`src/rtl/mmio_gpio_blink.sv`:
```
// Memory-mapped GPIO block: per-channel off/on/blink/pulse modes driven
// by a programmable prescaler tick, with a tiny valid/ready register bus.
module mmio_gpio_blink #(
    parameter int          NUM_CH  = 4,
    parameter int          DIV_W   = 24,
    parameter int unsigned DIV_RST = 2**20 - 1
) (
    input  logic              clk,
    input  logic              resetn,
    input  logic              bus_valid,
    input  logic              bus_we,
    input  logic [3:0]        bus_addr,
    input  logic [31:0]       bus_wdata,
    output logic [31:0]       bus_rdata,
    output logic              bus_ready,
    output logic [NUM_CH-1:0] gpio_out,
    output logic              tick
);

    localparam int CW = 2 * NUM_CH;
    localparam logic [DIV_W-1:0] DIV_RST_V = DIV_W'(DIV_RST);

    localparam logic [1:0] MODE_OFF   = 2'b00;
    localparam logic [1:0] MODE_ON    = 2'b01;
    localparam logic [1:0] MODE_BLINK = 2'b10;
    localparam logic [1:0] MODE_PULSE = 2'b11;

    localparam logic [1:0] REG_CTRL = 2'd0;
    localparam logic [1:0] REG_DIV  = 2'd1;
    localparam logic [1:0] REG_OUT  = 2'd2;
    localparam logic [1:0] REG_TCNT = 2'd3;

    logic [CW-1:0]     ctrl_q, ctrl_d;
    logic [DIV_W-1:0]  div_q, div_d;
    logic [DIV_W-1:0]  cnt_q, cnt_d;
    logic [31:0]       tcnt_q, tcnt_d;
    logic [NUM_CH-1:0] gpio_q, gpio_d;
    logic              tick_q, tick_d;
    logic              ready_q, ready_d;
    logic [31:0]       rdata_q, rdata_d;

    logic              accept;
    logic              ctrl_wr;
    logic              div_wr;
    logic              tick_ev;
    logic [31:0]       rd_mux;
    logic              unused_bits;

    assign unused_bits = &{1'b0, bus_addr[1:0], bus_wdata};

    // A new access is only taken when no completion is being presented.
    always_comb begin
        accept  = bus_valid && !ready_q;
        ctrl_wr = accept && bus_we && (bus_addr[3:2] == REG_CTRL);
        div_wr  = accept && bus_we && (bus_addr[3:2] == REG_DIV);
    end

    always_comb begin
        rd_mux = '0;
        unique case (bus_addr[3:2])
            REG_CTRL: rd_mux = 32'(ctrl_q);
            REG_DIV:  rd_mux = 32'(div_q);
            REG_OUT:  rd_mux = 32'(gpio_q);
            REG_TCNT: rd_mux = tcnt_q;
            default:  rd_mux = '0;
        endcase
    end

    always_comb begin
        ready_d = accept;
        rdata_d = (accept && !bus_we) ? rd_mux : '0;
    end

    // A DIV write reloads the counter and swallows any tick due that cycle.
    always_comb begin
        tick_ev = !div_wr && (cnt_q == '0);
        tick_d  = tick_ev;
        div_d   = div_wr ? bus_wdata[DIV_W-1:0] : div_q;
        tcnt_d  = tcnt_q + 32'(tick_ev);
        if (div_wr) begin
            cnt_d = bus_wdata[DIV_W-1:0];
        end else if (tick_ev) begin
            cnt_d = div_q;
        end else begin
            cnt_d = cnt_q - DIV_W'(1);
        end
    end

    // Channels whose mode changes take the write value; others run normally.
    always_comb begin
        logic [1:0] cur_m;
        logic [1:0] new_m;
        cur_m  = MODE_OFF;
        new_m  = MODE_OFF;
        ctrl_d = ctrl_q;
        gpio_d = gpio_q;
        for (int i = 0; i < NUM_CH; i++) begin
            cur_m = ctrl_q[2*i +: 2];
            new_m = ctrl_wr ? bus_wdata[2*i +: 2] : cur_m;
            if (new_m != cur_m) begin
                ctrl_d[2*i +: 2] = new_m;
                gpio_d[i]        = new_m[0];
            end else begin
                unique case (cur_m)
                    MODE_OFF: gpio_d[i] = 1'b0;
                    MODE_ON:  gpio_d[i] = 1'b1;
                    MODE_BLINK: begin
                        if (tick_ev) begin
                            gpio_d[i] = !gpio_q[i];
                        end
                    end
                    MODE_PULSE: begin
                        if (tick_ev) begin
                            gpio_d[i]        = 1'b0;
                            ctrl_d[2*i +: 2] = MODE_OFF;
                        end else begin
                            gpio_d[i] = 1'b1;
                        end
                    end
                    default: gpio_d[i] = gpio_q[i];
                endcase
            end
        end
    end

    always_ff @(posedge clk) begin
        if (!resetn) begin
            ctrl_q  <= '0;
            div_q   <= DIV_RST_V;
            cnt_q   <= DIV_RST_V;
            tcnt_q  <= '0;
            gpio_q  <= '0;
            tick_q  <= 1'b0;
            ready_q <= 1'b0;
            rdata_q <= '0;
        end else begin
            ctrl_q  <= ctrl_d;
            div_q   <= div_d;
            cnt_q   <= cnt_d;
            tcnt_q  <= tcnt_d;
            gpio_q  <= gpio_d;
            tick_q  <= tick_d;
            ready_q <= ready_d;
            rdata_q <= rdata_d;
        end
    end

    assign bus_rdata = rdata_q;
    assign bus_ready = ready_q;
    assign gpio_out  = gpio_q;
    assign tick      = tick_q;

endmodule

```
`config.mk`:
```
export PLATFORM = sky130hd
export DESIGN_NAME = mmio_gpio_blink
export DESIGN_NICKNAME = d
export VERILOG_FILES = /design/src/rtl/mmio_gpio_blink.sv
export SDC_FILE = /design/constraint.sdc
export NUM_CORES = 1
export LEC_CHECK = 0
export ABC_AREA = 0
export CAP_MARGIN = 0
export CORE_ASPECT_RATIO = 1.1
export CORE_MARGIN = 2
export CORE_UTILIZATION = 55
export DETAILED_ROUTE_END_ITERATION = 8
export PLACE_DENSITY_LB_ADDON = 0.08
export SLEW_MARGIN = 10
export SYNTH_ARGS = -nofsm -noshare
export SYNTH_HDL_FRONTEND = slang
export SYNTH_SLANG_ARGS = --single-unit
```
`constraint.sdc`:
```
create_clock -name clk -period 3.9 [get_ports clk]
set_input_delay 0.78 -clock clk [delete_from_list [all_inputs] [get_ports clk]]
set_output_delay 0.78 -clock clk [all_outputs]
set_load 0.05 [all_outputs]
```
==> impl_metrics.ini <==
[timing]
period_minus_slack_ns = 3.14
fin_crit_sh = 0.806
holdWs_ns = 0.459
final.setup_skew_ns = 0.00575
clock.fmax_ghz = 0.318
fin_tns_setup_ns = 0
worstMarginPinSlew_ns = 0.955
setup_viol = 0
finalHoldViolCount = 0
slew_violations = 0
rsz0062_at_grt = false
slew_headroom = 0.363

[routing]
antenna_left = 0
vias_per_cell = 5.60
avgRoutedWirePerCell_um = 15.7
drt_iter0_markers = 213
vias = 4938
drt-total-wl_um = 13800
drc_errors = 0
drtPass1Iterations = 5

[finish]
drive_gt1_frac = 0.0974
fin_nets = 771
final_util = 0.698
diodes = 0
syn2layout_area_growth_pct = 24.1
design_area_sq_um = 7260

[clock_network]
clk_transition_reported_paths_ns = 0.05
numCtsBuffers = 17
htreeDepth = 4
clk_latency_ns = 0.42
cts.path.max_buffers = 2
postCtsSetupBuffers = 0
numClockSinks = 126
cts_tree = built
clockRootBuffer = clkbuf_16
ctsResizeCount = 0
cts_hold_buf = 0

[setup_path]
crit_type = reg -> reg
crit_fanout = 8
cp_data_arrival_time_ns = 3.45
start_kind = flop
critPathCaptureType = flop
reg2reg_slack_ns = 0.76
cp.required_ns = 4.21

[synthesis]
synth-seq-cells = 126
synth_cell_type_count = 53
yosys-top-cells-count = dfxtp_1 (126), nand2_1 (91), nor2_1 (49)
post-synth-top-area-fraction = 0.431
synth_area_per_cell_sq_um = 8.83
synth_edf_count = 0
syn_area_sq_um = 5850
ys_async_sr_fraction = 0
netlist_instances = 662
synth.most_common_cell = dfxtp_1
synth_ff_type = dfxtp_1
synthesis.nets = 707
synth.area.top_cells = dfxtp_1 (43%), nand2_1 (5.8%), xnor2_1 (4.8%)
yosys_warnings = 0
seq_area_frac_synth = 0.431
synth_top_area_cell = dfxtp_1

[global_route]
globalRouteOverflowTotal = 0
grt_util_all_layers = 0.258
antenna_found_initial = 0
grt_pass1_wl_um = 23200
first_global_vias = 4767
grt_max_degree = 79

[place]
numPortBuffers = 67
place_congestion = 0.855
placed_area_sq_um = 6650
dp_hpwl_um = 9410

[die]
die_area_sq_um = 11500
die_x_um = 102
row_count = 39
core_area_sq_um = 10400
io-pin-count = 78
start_util = 0.563
dieHeight_um = 112

[run_status]
status = complete, no violations

[power_and_ir_drop]
power_leakage_nw = 2.91
peakVddDrop_v = 0.000261
p_total_mw = 3.14
power_density_nw_per_um2 = 432

[hold_path]
min_path_type = reg -> reg

[flow_run]
max-cap-violations = 0
==> worst max-delay path, cell delays in order, from the launching register on <==
cell and delay, ns:
dfxtp_1 0.35, nor4_2 0.47, nand4b_1 0.29, nor3_2 0.34, buf_4 0.20, ha_1 0.17
nand4_1 0.17, nor4_1 0.37, buf_4 0.23, nand4_1 0.14, xnor2_1 0.16, and2_1 0.15
==> final cells by class <==
cell class / instances / area, sq um
fill: 867 / 3130
clock buffer: 27 / 533
multi-input combinational: 492 / 3160
tap: 143 / 179
sequential: 126 / 2520
clock inverter: 5 / 75.1
inverter: 10 / 37.5
timing repair buffer: 79 / 756
==> cell usage in the layout, fill, tap and decap left out, types with 24 or more instances in the layout <==
cell type / synthesis / layout
nand3_1: 24 / 24
o21ai_0: 44 / 44
mux2i_1: 25 / 25
a21boi_0: 24 / 24
dfxtp_1: 126 / 126
nand2_1: 91 / 91
xnor2_1: 32 / 32
clkdlybuf4s50_1: 0 / 66
nor2_1: 49 / 48
and2_1: 36 / 36
==> stage by stage <==
step	setup slack (ns)	std cells
2_1_floorplan	0.566	662
3_3_place_gp	0.499	850
3_5_place_dp	0.467	850
4_1_cts	0.771	882
5_1_grt	0.432	882
6_report	0.757	882
==> path summary, 6_finish.rpt <==
kind                                from    endpoint  cells past startpoint
worst max-delay path            cnt_q[7]  tcnt_q[29]                     11
worst min-delay path            div_q[7]    div_q[7]                      2
worst max register to register  cnt_q[7]  tcnt_q[29]                     11
worst min register to register  div_q[7]    div_q[7]                      2
==> state kept, by name (all words and copies together) (netlist names) <==
signal / flops
cnt_q: 24
tick: 1
bus_ready: 1
bus_rdata: 32
div_q: 24
ctrl_q: 8
tcnt_q: 32
gpio_out: 4
==> report_power, final <==
group,total [mW],internal (mW),switching (mW)
registers,1.34,1.31,0.0260
clock network,1.60,1.06,0.540
logic,0.200,0.0902,0.110
total,3.14,2.46,0.676
==> cells by family (layout without fill, tap and decap cells) <==
| logic type | count (synthesis) | in the layout | share of synthesized area |
|---|---|---|---|
| and+or+nand+nor | 287 | 287 | 0.258 |
| xor gates and xnor gates | 44 | 44 | 0.0659 |
| DFF | 126 | 126 | 0.431 |
| AOI/OAI and AO/OA | 122 | 122 | 0.136 |
| buffers and inverters | 44 | 121 | 0.0293 |
| adders and majority gates | 5 | 5 | 0.0107 |
| muxes | 34 | 34 | 0.0678 |
==> layer usage <==
metal	vias up	track usage	routed length [um]	share of wire
met4	0	0.0916	272	0.020
met3	21	0.0604	608	0.044
met1	2338	0.322	6110	0.44
met5	-	0	0	0
li1	2450	-	-	-
met2	129	0.434	6840	0.49
Note: power is estimated with default switching activity, not from simulation.
